**config.mk**
```make
export PLATFORM = sky130hd
export DESIGN_NAME = instr_prefetch_master
export DESIGN_NICKNAME = d
export VERILOG_FILES = /design/src/rtl/instr_prefetch_master_pkg.sv /design/src/rtl/instr_prefetch_master_fifo.sv /design/src/rtl/instr_prefetch_master.sv
export SDC_FILE = /design/constraint.sdc
export NUM_CORES = 1
export LEC_CHECK = 0
export CORE_MARGIN = 2
export CORE_UTILIZATION = 50
export CTS_CLUSTER_DIAMETER = 50
export DETAILED_ROUTE_END_ITERATION = 8
export GPL_TIMING_DRIVEN = 0
export HOLD_SLACK_MARGIN = 0.05
export MAX_ROUTING_LAYER = met4
export PLACE_DENSITY = 0.73
export SLEW_MARGIN = 10
export SYNTH_ARGS = -nofsm -noshare
export SYNTH_HDL_FRONTEND = slang
export SYNTH_HIERARCHICAL = 1
export SYNTH_SLANG_ARGS = --single-unit
```
**constraint.sdc**
```tcl
create_clock -name clk -period 10.2 [get_ports clk]
set_input_delay 2.04 -clock clk [delete_from_list [all_inputs] [get_ports clk]]
set_output_delay 2.04 -clock clk [all_outputs]
set_load 0.02 [all_outputs]
```
**src/rtl/instr_prefetch_master_pkg.sv**
```systemverilog
// Shared types for the instruction prefetch master:
// native-bus request bundle, request FSM states, word size.
package instr_prefetch_master_pkg;

  localparam logic [31:0] WORD_BYTES = 32'd4;
  localparam logic [31:0] WORD_MASK  = WORD_BYTES - 32'd1;

  typedef enum logic {
    IDLE = 1'b0,
    REQ  = 1'b1
  } state_e;

  typedef struct packed {
    logic        valid;
    logic        instr;
    logic [31:0] addr;
    logic [31:0] wdata;
    logic [3:0]  wstrb;
  } mem_req_t;

endpackage

```
**src/rtl/instr_prefetch_master_fifo.sv**
```systemverilog
// Fetch buffer: DEPTH x {addr, data} entries, flushable.
// Head entry is read straight from the storage registers.
module prefetch_fifo #(
  parameter  int unsigned DEPTH = 4,
  localparam int unsigned AW    = $clog2(DEPTH),
  localparam int unsigned CW    = AW + 1
) (
  input  logic          clk,
  input  logic          rst,
  input  logic          i_flush,
  input  logic          i_push,
  input  logic          i_pop,
  input  logic [63:0]   i_data,
  output logic [63:0]   o_data,
  output logic [CW-1:0] o_count
);

  logic [63:0]   r_mem [DEPTH];
  logic [AW-1:0] r_wr;
  logic [AW-1:0] r_rd;
  logic [CW-1:0] r_count;
  logic          w_push;
  logic          w_pop;

  assign w_pop  = i_pop && (r_count != '0);
  assign w_push = i_push &&
                  ((r_count != CW'(DEPTH)) || w_pop);

  always_ff @(posedge clk or posedge rst) begin
    if (rst) begin
      r_wr    <= '0;
      r_rd    <= '0;
      r_count <= '0;
      for (int i = 0; i < int'(DEPTH); i++)
        r_mem[i] <= '0;
    end else if (i_flush) begin
      r_wr    <= '0;
      r_rd    <= '0;
      r_count <= '0;
    end else begin
      if (w_push) begin
        r_mem[r_wr] <= i_data;
        r_wr        <= r_wr + AW'(1);
      end
      if (w_pop)
        r_rd <= r_rd + AW'(1);
      r_count <= r_count + CW'(w_push) - CW'(w_pop);
    end
  end

  assign o_data  = r_mem[r_rd];
  assign o_count = r_count;

endmodule

```
**src/rtl/instr_prefetch_master.sv**
```systemverilog
// Sequential instruction prefetcher on the native mem bus,
// with redirect flush and stale-response discard.
module instr_prefetch_master
  import instr_prefetch_master_pkg::*;
#(
  parameter int unsigned DEPTH          = 4,
  parameter logic [31:0] PROGADDR_RESET = 32'h0000_0000
) (
  input  logic        clk,
  input  logic        reset,
  input  logic        redirect_valid,
  input  logic [31:0] redirect_addr,
  output logic        out_valid,
  input  logic        out_ready,
  output logic [31:0] out_data,
  output logic [31:0] out_addr,
  output logic        mem_valid,
  output logic        mem_instr,
  input  logic        mem_ready,
  output logic [31:0] mem_addr,
  output logic [31:0] mem_wdata,
  output logic [3:0]  mem_wstrb,
  input  logic [31:0] mem_rdata
);

  localparam int unsigned CW = $clog2(DEPTH) + 1;
  localparam logic [CW-1:0] FULL = CW'(DEPTH);

  state_e        r_state;
  state_e        w_state_nxt;
  logic [31:0]   r_fetch_ptr;
  logic [31:0]   w_fetch_nxt;
  logic [31:0]   r_mem_addr;
  logic [31:0]   w_addr_nxt;
  logic          r_stale;
  logic          w_stale_nxt;
  logic [CW-1:0] w_count;
  logic [CW-1:0] w_cnt_nxt;
  logic          w_xfer;
  logic          w_push;
  logic          w_pop;
  logic          w_credit;
  logic [63:0]   w_head;
  mem_req_t      w_req;

  assign w_xfer = (r_state == REQ) && mem_ready;
  assign w_push = w_xfer && !r_stale && !redirect_valid;
  assign w_pop  = out_ready && (w_count != '0) &&
                  !redirect_valid;

  // Occupancy after this edge; a redirect empties the buffer.
  assign w_cnt_nxt = redirect_valid ? '0 :
                     (w_count + CW'(w_push) - CW'(w_pop));
  assign w_credit  = w_cnt_nxt < FULL;

  always_comb begin
    w_state_nxt = r_state;
    w_fetch_nxt = r_fetch_ptr;
    w_addr_nxt  = r_mem_addr;
    w_stale_nxt = r_stale;
    if (redirect_valid)
      w_fetch_nxt = redirect_addr & ~WORD_MASK;
    else if (w_push)
      w_fetch_nxt = r_fetch_ptr + WORD_BYTES;
    if (w_xfer)
      w_stale_nxt = 1'b0;
    else if (redirect_valid && (r_state == REQ))
      w_stale_nxt = 1'b1;
    unique case (r_state)
      IDLE: begin
        if (w_credit) begin
          w_state_nxt = REQ;
          w_addr_nxt  = w_fetch_nxt;
        end
      end
      REQ: begin
        if (w_xfer) begin
          if (w_credit)
            w_addr_nxt = w_fetch_nxt;
          else
            w_state_nxt = IDLE;
        end
      end
    endcase
  end

  always_ff @(posedge clk or posedge reset) begin
    if (reset) begin
      r_state     <= IDLE;
      r_fetch_ptr <= PROGADDR_RESET & ~WORD_MASK;
      r_mem_addr  <= '0;
      r_stale     <= 1'b0;
    end else begin
      r_state     <= w_state_nxt;
      r_fetch_ptr <= w_fetch_nxt;
      r_mem_addr  <= w_addr_nxt;
      r_stale     <= w_stale_nxt;
    end
  end

  prefetch_fifo #(
    .DEPTH (DEPTH)
  ) u_fifo (
    .clk     (clk),
    .rst     (reset),
    .i_flush (redirect_valid),
    .i_push  (w_push),
    .i_pop   (w_pop),
    .i_data  ({r_mem_addr, mem_rdata}),
    .o_data  (w_head),
    .o_count (w_count)
  );

  assign w_req = '{
    valid: (r_state == REQ),
    instr: (r_state == REQ),
    addr:  r_mem_addr,
    wdata: 32'h0,
    wstrb: 4'h0
  };

  assign mem_valid = w_req.valid;
  assign mem_instr = w_req.instr;
  assign mem_addr  = w_req.addr;
  assign mem_wdata = w_req.wdata;
  assign mem_wstrb = w_req.wstrb;

  assign out_valid = (w_count != '0);
  assign out_addr  = w_head[63:32];
  assign out_data  = w_head[31:0];

endmodule

```
==> impl_metrics.tcl <==
set metrics [dict create \
    status "completed" \
    hold_violations 0 \
    num_rows 65 \
    nets 1350 \
    drt_iter0_markers 558 \
    critPathArrivalTime_ns 6.28 \
    ys_seq_area_frac 0.5174 \
    grt_pass1_vias 9851 \
    netlist_instances 1025 \
    syn2layout_area_growth_pct 23.69 \
    max_cap_viol_count 0 \
    gr-total-overflow 0 \
    cts_tree "done" \
    fin_skew_ns 0.02101 \
    ant_nets 0 \
    crit_required_ns 10.67 \
    nFillCells 2314 \
    gp_congestion 0.8445 \
    numClockSinks 329 \
    dp_hpwl_um 23790 \
    cts_resized 0 \
    fin_crit_sh 0.5704 \
    end_kind "flip-flop" \
    ir_worst_vdd_uv 153.3 \
    post_cts_buffers 0 \
    dr.pass1.iters 5 \
    clkSlewWorstSetupHoldPaths_ns 0.06 \
    core_um2 31470 \
    powerDensity_nw_per_um2 232.9 \
    numCtsBuffers 41 \
    viasPerCell 5.462 \
    grt_pass1_wl_um 56770 \
    placed_area_um2 18280 \
    ctsHoldBuffers 0 \
    wl_per_cell_um 20.65 \
    synthArstFlopShare 1.000 \
    min_period_ns 5.818 \
    hold_class "reg -> reg" \
    setup_slack_ns 4.382 \
    setup_viol 0 \
    clock_path_buffers 3 \
    track_usage 0.2244 \
    port_buffers 165 \
    die-area_um2 33270 \
    die_x_um 182.4 \
    crit_type "in -> reg" \
    io_pins 204 \
    critPathMaxFanout 11 \
    clock_latency_ns 0.53 \
    synth_area_um2 15910 \
    fin_area_um2 19680 \
    cts-root-buf "clkbuf_16" \
    synth.avg_cell_area_um2 15.52 \
    total_power_mw 4.583 \
    critical_path.startpoint_type "primary input" \
    finalMaxSlewViolations 0 \
    ys_types 64 \
    synth_warnings 6 \
    drt-total-wl_um 35260 \
    leakage_nw 8.865 \
    cts-htree-levels 2 \
    tightest_slew_ns 0.9966 \
    die_y_um 182.4 \
    synth-edff-count 0 \
    rsz0062_at_grt "false" \
    drcViolationCount 0 \
    antenna_found_initial 5 \
    drive_gt1_frac 0.3912 \
    initial_core_util 0.5056 \
    slew_headroom 0.3356 \
    vias 9329 \
    synth_flop_cell "dfrtp_1" \
    fmax_mhz 171.9 \
    yosys_register_bits 329 \
    grt_max_degree 115 \
    pre_cts_slack_ns 3.838 \
]
worst paths after layout:
check,start,to,slack [ns],cells after the start
setup / recovery,redirect_valid,mem_addr[19]$_DFFE_PP0P_,4.38,13
hold / removal,u_fifo/r_mem[74]$_DFFE_PP0P_,u_fifo/r_mem[74]$_DFFE_PP0P_,0.49,1
setup reg to reg,r_stale$_DFFE_PP0P_,mem_addr[19]$_DFFE_PP0P_,6.51,13
hold reg to reg,u_fifo/r_mem[74]$_DFFE_PP0P_,u_fifo/r_mem[74]$_DFFE_PP0P_,0.49,1
max in group asynchronous,reset,u_fifo/r_mem[72]$_DFFE_PP0P_,7.21,3
min in group asynchronous,reset,u_fifo/r_mem[100]$_DFFE_PP0P_,2.06,2
layer usage:
metal  routed length, µm  global-route usage
met1               15950              0.3069
met2               16630              0.3446
met3                1934             0.04869
met4                 753             0.05677
met5                   0                   -
where the power goes:
group,leakage [nW],internal (mW),switching [mW]
registers,4.26,1.59,0.217
logic,3.93,0.786,0.531
clock network,0.675,0.907,0.551
total,8.87,3.28,1.30
cell usage after synthesis, types with 12 or more instances:
cell type | instances | area share
buf_2 | 21 | 0.0066
buf_4 | 40 | 0.019
buf_6 | 18 | 0.013
dfrtp_1 | 329 | 0.52
inv_1 | 14 | 0.0033
mux2_2 | 97 | 0.069
mux2_4 | 180 | 0.17
mux4_2 | 64 | 0.091
nand2_1 | 43 | 0.010
nor2_1 | 29 | 0.0068
nor3_1 | 12 | 0.0038
o21ai_0 | 12 | 0.0038
xor2_1 | 12 | 0.0066
layout make-up:
type,count,area [µm²],area share
Antenna cell,5,12.51,0.0006357
Buffer,92,656.9,0.03337
Clock buffer,59,1216,0.06179
Clock inverter,14,170.2,0.008645
Inverter,15,66.31,0.003369
Multi-Input combinational cell,624,7098,0.3606
Sequential cell,329,8233,0.4183
Tap cell,402,503.0,0.02555
Timing Repair Buffer,168,1727,0.08773
through the flow:
step             util  std cells  hold WS (ns)  TNS [ns]
2_1_floorplan       -       1060        0.4524         0
3_3_place_gp   0.5782       1627        0.4627   -608.77
3_5_place_dp   0.5809       1630        0.4744         0
4_1_cts        0.6250       1703        0.4872         0
5_1_grt        0.6254       1708        0.5128         0
6_report       0.6254       1708        0.4867         0
cell usage in the layout, fill, tap and decap left out, types with 5 or more instances in the layout:
master           Yosys  routed
a21o_1               6       6
a22o_1               6       6
a22oi_1              5       5
buf_2               21      21
buf_4               40      40
buf_6               18      18
clkbuf_1             9      17
clkbuf_16            0      43
clkbuf_8             0       8
clkdlybuf4s50_1      0     165
conb_1               1      36
dfrtp_1            329     329
diode_2              0       5
ha_1                 9       9
inv_1               14      12
mux2_1               5       5
mux2_2              97      97
mux2_4             180     180
mux2i_1              9       9
mux4_2              64      64
nand2_1             43      43
nand3_1              8       8
nand4_1              7       7
nor2_1              29      29
nor2b_1              9       9
nor3_1              12      12
o21ai_0             12      12
or3_1                5       5
xnor2_1             10      10
xor2_1              12      12
registers in the layout, summed over array words and instances (netlist names):
signal,flops
mem_instr,1
mem_addr,32
r_fetch_ptr,32
u_fifo/r_rd,2
u_fifo/r_wr,2
u_fifo/o_count,3
u_fifo/r_mem,256
r_stale,1
worst max-delay path, cell delays in order:
cell	delay, ns
clkdlybuf4s50_1	0.61
clkinv_1	0.31
clkbuf_1	0.56
and3_1	0.40
ha_1	0.19
inv_1	0.04
ha_1	0.25
and3b_1	0.17
o21a_1	0.20
o31ai_2	0.60
clkbuf_1	0.58
a22o_1	0.25
a21o_1	0.08
cells by family after synthesis:
kind of cell | Yosys count | share of synthesized area
buffers and inverters | 107 | 0.04482
other | 1 | 0.0002357
adders and majority gates | 10 | 0.008335
AOI/OAI and AO/OA | 49 | 0.02265
muxes | 355 | 0.3383
xor gates and xnor gates | 22 | 0.01211
DFF | 329 | 0.5174
and+or+nand+nor | 152 | 0.05622
Power figures use the tool's default switching activity.
